File: src/rtl/pipe_skid_reg_if.sv
// pipe_skid_reg_if: one valid/ready channel carrying ctrl, data words and a register number
interface pipe_skid_reg_if #(
  parameter int DW    = 32,
  parameter int NDATA = 2,
  parameter int RW    = 5,
  parameter int CW    = 3
);
  logic                valid;
  logic                ready;
  logic [CW-1:0]       ctrl;
  logic [NDATA*DW-1:0] data;
  logic [RW-1:0]       rn;
  modport master (output valid, ctrl, data, rn, input ready);
  modport slave  (input valid, ctrl, data, rn, output ready);
endinterface

File: src/rtl/pipe_skid_reg.sv
// pipe_skid_reg: valid/ready pipeline stage with 2-entry skid buffer, flush and bubble gating
module pipe_skid_reg #(
  parameter int DW    = 32,
  parameter int NDATA = 2,
  parameter int RW    = 5,
  parameter int CW    = 3
) (
  input  logic              clk,
  input  logic              clr,
  input  logic              flush,
  pipe_skid_reg_if.slave    up,
  pipe_skid_reg_if.master   down,
  output logic [1:0]        level
);
  localparam int PW = CW + NDATA * DW + RW;
  logic          main_v, skid_v, rdy;
  logic [PW-1:0] main_q, skid_q, in_beat;
  logic          accept, pop, take;
  assign in_beat = {up.ctrl, up.data, up.rn};
  assign accept  = up.valid & rdy;
  assign pop     = main_v & down.ready;
  // main slot is free for a new occupant this cycle (empty or being popped)
  assign take    = !main_v | pop;
  always_ff @(posedge clk or posedge clr)
    if (clr) begin
      main_v <= 1'b0;
      skid_v <= 1'b0;
      rdy    <= 1'b1;
      main_q <= '0;
      skid_q <= '0;
    end else if (flush) begin
      main_v <= 1'b0;
      skid_v <= 1'b0;
      rdy    <= 1'b1;
    end else begin
      if (take) begin
        main_v <= skid_v | accept;
        if (skid_v | accept) main_q <= skid_v ? skid_q : in_beat;
        skid_v <= 1'b0;
      end else if (accept) begin
        skid_v <= 1'b1;
        skid_q <= in_beat;
      end
      rdy <= take | !(skid_v | accept);
    end
  assign up.ready   = rdy;
  assign down.valid = main_v;
  assign down.ctrl  = main_q[PW-1 -: CW] & {CW{main_v}};
  assign down.data  = main_q[RW +: NDATA*DW];
  assign down.rn    = main_q[RW-1:0];
  assign level      = 2'(main_v) + 2'(skid_v);
endmodule
File: src/flat_wrapper.sv
// flat-port wrapper written by rule: the top's interface ports become plain ports
module pipe_skid_reg_flat 
#(
  parameter int DW    = 32,
  parameter int NDATA = 2,
  parameter int RW    = 5,
  parameter int CW    = 3
)
  (clk, clr, flush, level, up_valid, up_ctrl, up_data, up_rn, up_ready, down_valid, down_ctrl, down_data, down_rn, down_ready);
  pipe_skid_reg_if #(.DW(DW), .NDATA(NDATA), .RW(RW), .CW(CW)) up_i ();
  pipe_skid_reg_if #(.DW(DW), .NDATA(NDATA), .RW(RW), .CW(CW)) down_i ();
  input  logic clk;
  input  logic clr;
  input  logic flush;
  output logic [1:0] level;
  input wire logic [$bits(up_i.valid)-1:0] up_valid;
  input wire logic [$bits(up_i.ctrl)-1:0] up_ctrl;
  input wire logic [$bits(up_i.data)-1:0] up_data;
  input wire logic [$bits(up_i.rn)-1:0] up_rn;
  output wire logic [$bits(up_i.ready)-1:0] up_ready;
  output wire logic [$bits(down_i.valid)-1:0] down_valid;
  output wire logic [$bits(down_i.ctrl)-1:0] down_ctrl;
  output wire logic [$bits(down_i.data)-1:0] down_data;
  output wire logic [$bits(down_i.rn)-1:0] down_rn;
  input wire logic [$bits(down_i.ready)-1:0] down_ready;
  assign up_i.valid = up_valid;
  assign up_i.ctrl = up_ctrl;
  assign up_i.data = up_data;
  assign up_i.rn = up_rn;
  assign up_ready = up_i.ready;
  assign down_valid = down_i.valid;
  assign down_ctrl = down_i.ctrl;
  assign down_data = down_i.data;
  assign down_rn = down_i.rn;
  assign down_i.ready = down_ready;
  pipe_skid_reg #(.DW(DW), .NDATA(NDATA), .RW(RW), .CW(CW)) u_core (.clk(clk), .clr(clr), .flush(flush), .up(up_i), .down(down_i), .level(level));
endmodule
File: config.mk
export PLATFORM = sky130hd
export DESIGN_NAME = pipe_skid_reg_flat
export DESIGN_NICKNAME = d
export VERILOG_FILES = /design/src/rtl/pipe_skid_reg_if.sv /design/src/rtl/pipe_skid_reg.sv /design/src/flat_wrapper.sv
export SDC_FILE = /design/constraint.sdc
export NUM_CORES = 1
export LEC_CHECK = 0
export CORE_UTILIZATION = 30
export CTS_BUF_LIST = sky130_fd_sc_hd__clkbuf_2 sky130_fd_sc_hd__clkbuf_4 sky130_fd_sc_hd__clkbuf_8
export DETAILED_ROUTE_END_ITERATION = 16
export PLACE_DENSITY_LB_ADDON = 0.08
export SETUP_SLACK_MARGIN = 0.2
export SLEW_MARGIN = 20
export SYNTH_ARGS = -nofsm -noshare
export SYNTH_HDL_FRONTEND = slang
export SYNTH_SLANG_ARGS = --single-unit
File: constraint.sdc
create_clock -name clk -period 5.1 [get_ports clk]
set_clock_uncertainty 0.15 [all_clocks]
set_input_delay 0.765 -clock clk [delete_from_list [all_inputs] [get_ports clk]]
set_output_delay 0.765 -clock clk [all_outputs]
set_load 0.05 [all_outputs]
# Word-level counts from Yosys, hierarchy flattened
# Index checks and enable logic that the tools add are counted.
[word_totals] word_cells=27 ff_bits=147 inputBits=77
[classes] muxes=7 n_reduce_logical=6 add_sub_neg=1 bitwise_logic=8
[ops] op="72-bit 2-to-1 mux" n=1
[ops] op="1-bit 2-to-1 mux" n=6
[ops] op="3-bit AND reduction" n=2
[ops] op="3-bit AND" n=1
[ops] op="1-bit OR" n=3
[ops] op="3-bit nonzero test" n=1
[ops] op="1-bit by 1-bit adder with 2-bit output" n=1
[ops] op="1-bit AND" n=2
[ops] op="1-bit zero test" n=2
[ops] op="1-bit NOT" n=2
[ops] op="2-bit nonzero test" n=1

# Depth between registers and ports, before layout
[logic_depth] word_depth=5 mapped_depth=5 mapped_depth_nobuf=3

# Worst setup path after synthesis
# OpenSTA, ideal clock, no wires.
[synth_path] path_type="input to register" from="input down_ready" to="register u_core.skid_q[0]" setup_ns=0.125 stages=4 arrival_time_ns=1.912 setup_slack_ns=2.913 path_buffers=1 cell_sequence="or3b_4 > nor2_8 > buf_12 > mux2_4"
[synth_via] elab_chain_len=4
[synth_lines] element="from (decl)" line_no="flat_wrapper.sv:25" source="input wire logic [$bits(down_i.ready)-1:0] down_ready;"
[synth_lines] element="1-bit AND" line_no="pipe_skid_reg.sv:21" source="assign pop = main_v & down.ready;"
[synth_lines] element="1-bit OR" line_no="pipe_skid_reg.sv:23" source="assign take = !main_v | pop;"
[synth_lines] element="1-bit NOT (no line)"
[synth_lines] element="3-bit AND reduction (no line)"
[synth_lines] element="to (signal assigned)" line_no="pipe_skid_reg.sv:42" source="skid_q <= in_beat;"
[synth_lines] element="to (decl)" line_no="pipe_skid_reg.sv:17" source="logic [PW-1:0] main_q, skid_q, in_beat;"
# No other way between the ends.
# A chain may end at the register's enable or synchronous reset.

# Worst setup path in the final report
[layout_path] from="input flush" to="register u_core.skid_q[38]"
[layout_via] elab_chain_len=2
[layout_lines] element="from (decl)" line_no="flat_wrapper.sv:14" source="input logic flush;"
[layout_lines] element="1-bit NOT (no line)"
[layout_lines] element="3-bit AND reduction (no line)"
# No other way between the ends.

==> run summary <==
run status: complete, no violations
Setup-failing EPs final: 0
required arrival time at the worst endpoint: 5.27 ns
std cell rows: 56
total negative slack for setup checks: 0 ns
Register-to-Register Setup Slack: 2.38 ns
total clock buffers created by CTS: 17
number of antenna violations at the first check in global routing: 1
WL/cell: 16.36 µm
Placeable Area: 23,610 µm²
die area: 24,830 µm²
Tot Pwr: 0.003837 W
# clock sinks: 147
Post-synth top flop: sky130_fd_sc_hd__dfrtp_1
#FFs+latches synth: 147
Die Ht: 157.6 µm
net count after synthesis: 546
Inst Count DP: 855
synthesized area divided by synthesized cell count: 15.52 µm²
Worst slew margin: 45.30%
ratio of cells with drive above 1 in the final layout: 44.97%
# nets final: 633
H-tree levels: 4
async set or reset register ratio after synthesis: 100.0%
peak supply drop: 170.3 µV
setup repair bufs after CTS: 0
Hold Crit Endpoint: u_core.main_q[42]$_DFFE_PP0P_
grt ovf: 0
Final Max Tran Viols: 0
min Tclk post-route: 2.977 ns
TritonCTS clock tree: yes
number of placed I/O pins: 153
Vias per Instance: 4.297
routed via count: 3,807
Critical Path Fanout Max: 31
maximum clock rate: 336.0 MHz
final wirelength: 14,500 µm
Tightest Pin Transition: 0.8205 ns
hold path startpoint: u_core.main_q[42]$_DFFE_PP0P_
Arrival @ worst endpoint: 3.14 ns
layout overhead on the synthesized area: 22.86%
fraction of synthesized cell area taken by the top area cell type: 50.31%
final hold violation count: 0
DP Wirelength: 8968 µm
pwr dens: 430.1 nW/µm²
path type of the worst setup path: in2reg
CTS Root Cell: sky130_fd_sc_hd__clkbuf_8
post-cts sizing count: 0
library cells used by synthesis: 20
effective utilization at floorplan: 30.75%
critical path endpoint category: register
worst hold slack after final layout: 0.3470 ns
global placer's final weighted congestion: 0.6757
Gate Count Post-Synth: 468
Detailed Route Iter0 Violations: 72
number of buffers added to fix hold violations after cts: 0
Max Cap Violations: 0
count of cells along the worst hold path: 1
number of optimization iterations in the first detailed-route pass: 3
RSZ-0062 raised after global routing: no
path type of the worst min-delay path: reg2reg
via count of the first global-routing pass: 4,269
element type at the critical path start: input pin
most frequent cells in the layout: sky130_fd_sc_hd__clkdlybuf4s50_1 (152), sky130_fd_sc_hd__dfrtp_1 (145), sky130_fd_sc_hd__mux2_2 (140)
number of design rule violations left after detail routing: 0
Die Wd: 157.6 µm
number of cells in the finished layout apart from fillers: 886
pin count of the biggest net entering global routing: 86
Clock Path Buffers: 2
largest area contributor in the netlist: sky130_fd_sc_hd__dfrtp_1
startpoint of the lowest-slack register-to-register path: u_core.skid_v$_DFFE_PP0P_
number of synthesized flops with an enable pin: 0
most common cell after layout, fill and taps aside: sky130_fd_sc_hd__clkdlybuf4s50_1
wire length of the first global-routing pass: 23,370 µm
quantity of I/O buffers inserted on ports: 152
total of warnings raised by yosys: 0
clock latency on the worst-skew pair: 0.43 ns
Seq/Total Area, Yosys: 50.67%
cell count of the worst reg-to-reg path: 5
final critical-path setup slack: 2.123 ns
cell area after synthesis: 7262 µm²
# diodes: 0
Final Cycle Share: 58.36%
worst setup timing slack at the placement stage: 1.643 ns
count of nets left with antenna violations after detail routing: 0
CTS clock-pin slew for the worst setup and hold paths: 0.08 ns
Crit Reg-Reg Endpoint: u_core.main_q[18]$_DFFE_PP0P_
leakage power figure: 3.696 nW
Overall Global Routing Usage: 12.48%
top area cells in the synthesized netlist: sky130_fd_sc_hd__dfrtp_1 (50%), sky130_fd_sc_hd__mux2_2 (22%), sky130_fd_sc_hd__mux2_4 (14%)
## registers in the layout, indices dropped and copies added (netlist names)
signal / cells
u_core.down.valid: 1
u_core.main_q: 72
u_core.skid_q: 72
u_core.skid_v: 1
u_core.up.ready: 1
## through the flow
stage / area (µm²) / utilization, %
after floorplan: 7262 / -
after global placement: 8486 / 35.94
after detailed placement: 8486 / 35.94
after CTS: 8919 / 37.77
after global routing: 8922 / 37.79
final: 8922 / 37.79
## kinds of logic after synthesis
logic type | synth area share [%]
compound gates | 0.1206
fa+ha+maj | 0.1723
buf+inv | 10.72
flops | 50.67
mux | 37.11
simple gates | 1.206
## worst max-delay path by stage
stage | from | endpoint | slack, ns | cells past startpoint
6_report | flush | u_core.skid_q[38]$_DFFE_PP0P_ | 2.12 | 5
5_1_grt | flush | u_core.skid_q[66]$_DFFE_PP0P_ | 2.07 | 5
4_1_cts | u_core.skid_v$_DFFE_PP0P_ | u_core.main_q[23]$_DFFE_PP0P_ | 2.06 | 5
3_5_place_dp | flush | u_core.skid_q[37]$_DFFE_PP0P_ | 1.64 | 5
3_3_place_gp | flush | u_core.skid_q[33]$_DFFE_PP0P_ | 1.66 | 5
2_1_floorplan | clr | u_core.down.valid$_DFFE_PP0P_ | 0.24 | 1
## critical path: stages
cell,delay (ns)
sky130_fd_sc_hd__clkdlybuf4s50_1,0.46
sky130_fd_sc_hd__or3b_4,0.44
sky130_fd_sc_hd__nor2_8,0.63
sky130_fd_sc_hd__buf_4,0.48
sky130_fd_sc_hd__mux2_4,0.34
## area by class of cell
cell class	count	area (µm²)
Clock buffer	22	277.8
Clock inverter	9	155.1
Fill cell	2248	14690
Inverter	2	12.51
Multi-Input combinational cell	228	2804
Sequential cell	147	3684
Tap cell	319	399.1
Timing Repair Buffer	159	1590
## synthesized netlist by cell type (2+ instances only)
master,count
sky130_fd_sc_hd__buf_12,7
sky130_fd_sc_hd__and2_1,3
sky130_fd_sc_hd__inv_1,2
sky130_fd_sc_hd__dfrtp_1,146
sky130_fd_sc_hd__clkbuf_1,7
sky130_fd_sc_hd__mux2_1,6
sky130_fd_sc_hd__mux2_2,140
sky130_fd_sc_hd__buf_6,7
sky130_fd_sc_hd__buf_4,70
sky130_fd_sc_hd__mux2_4,70
## power by group
part           total [W]  internal (W)  switching [W]
sequential       0.00160       0.00145       0.000152
combinational    0.00122      0.000591       0.000631
clock            0.00101      0.000566       0.000446
## routing by layer
layer / share of wire (%) / GRT usage, % / up-vias
met3: 7.6 / 5.283 / 10
met4: 0.82 / 3.051 / 2
met5: 0.083 / 0 / -
met1: 46 / 16.11 / 1946
li1: - / - / 1745
met2: 45 / 19.20 / 104
(Power assumes the default switching activity.)
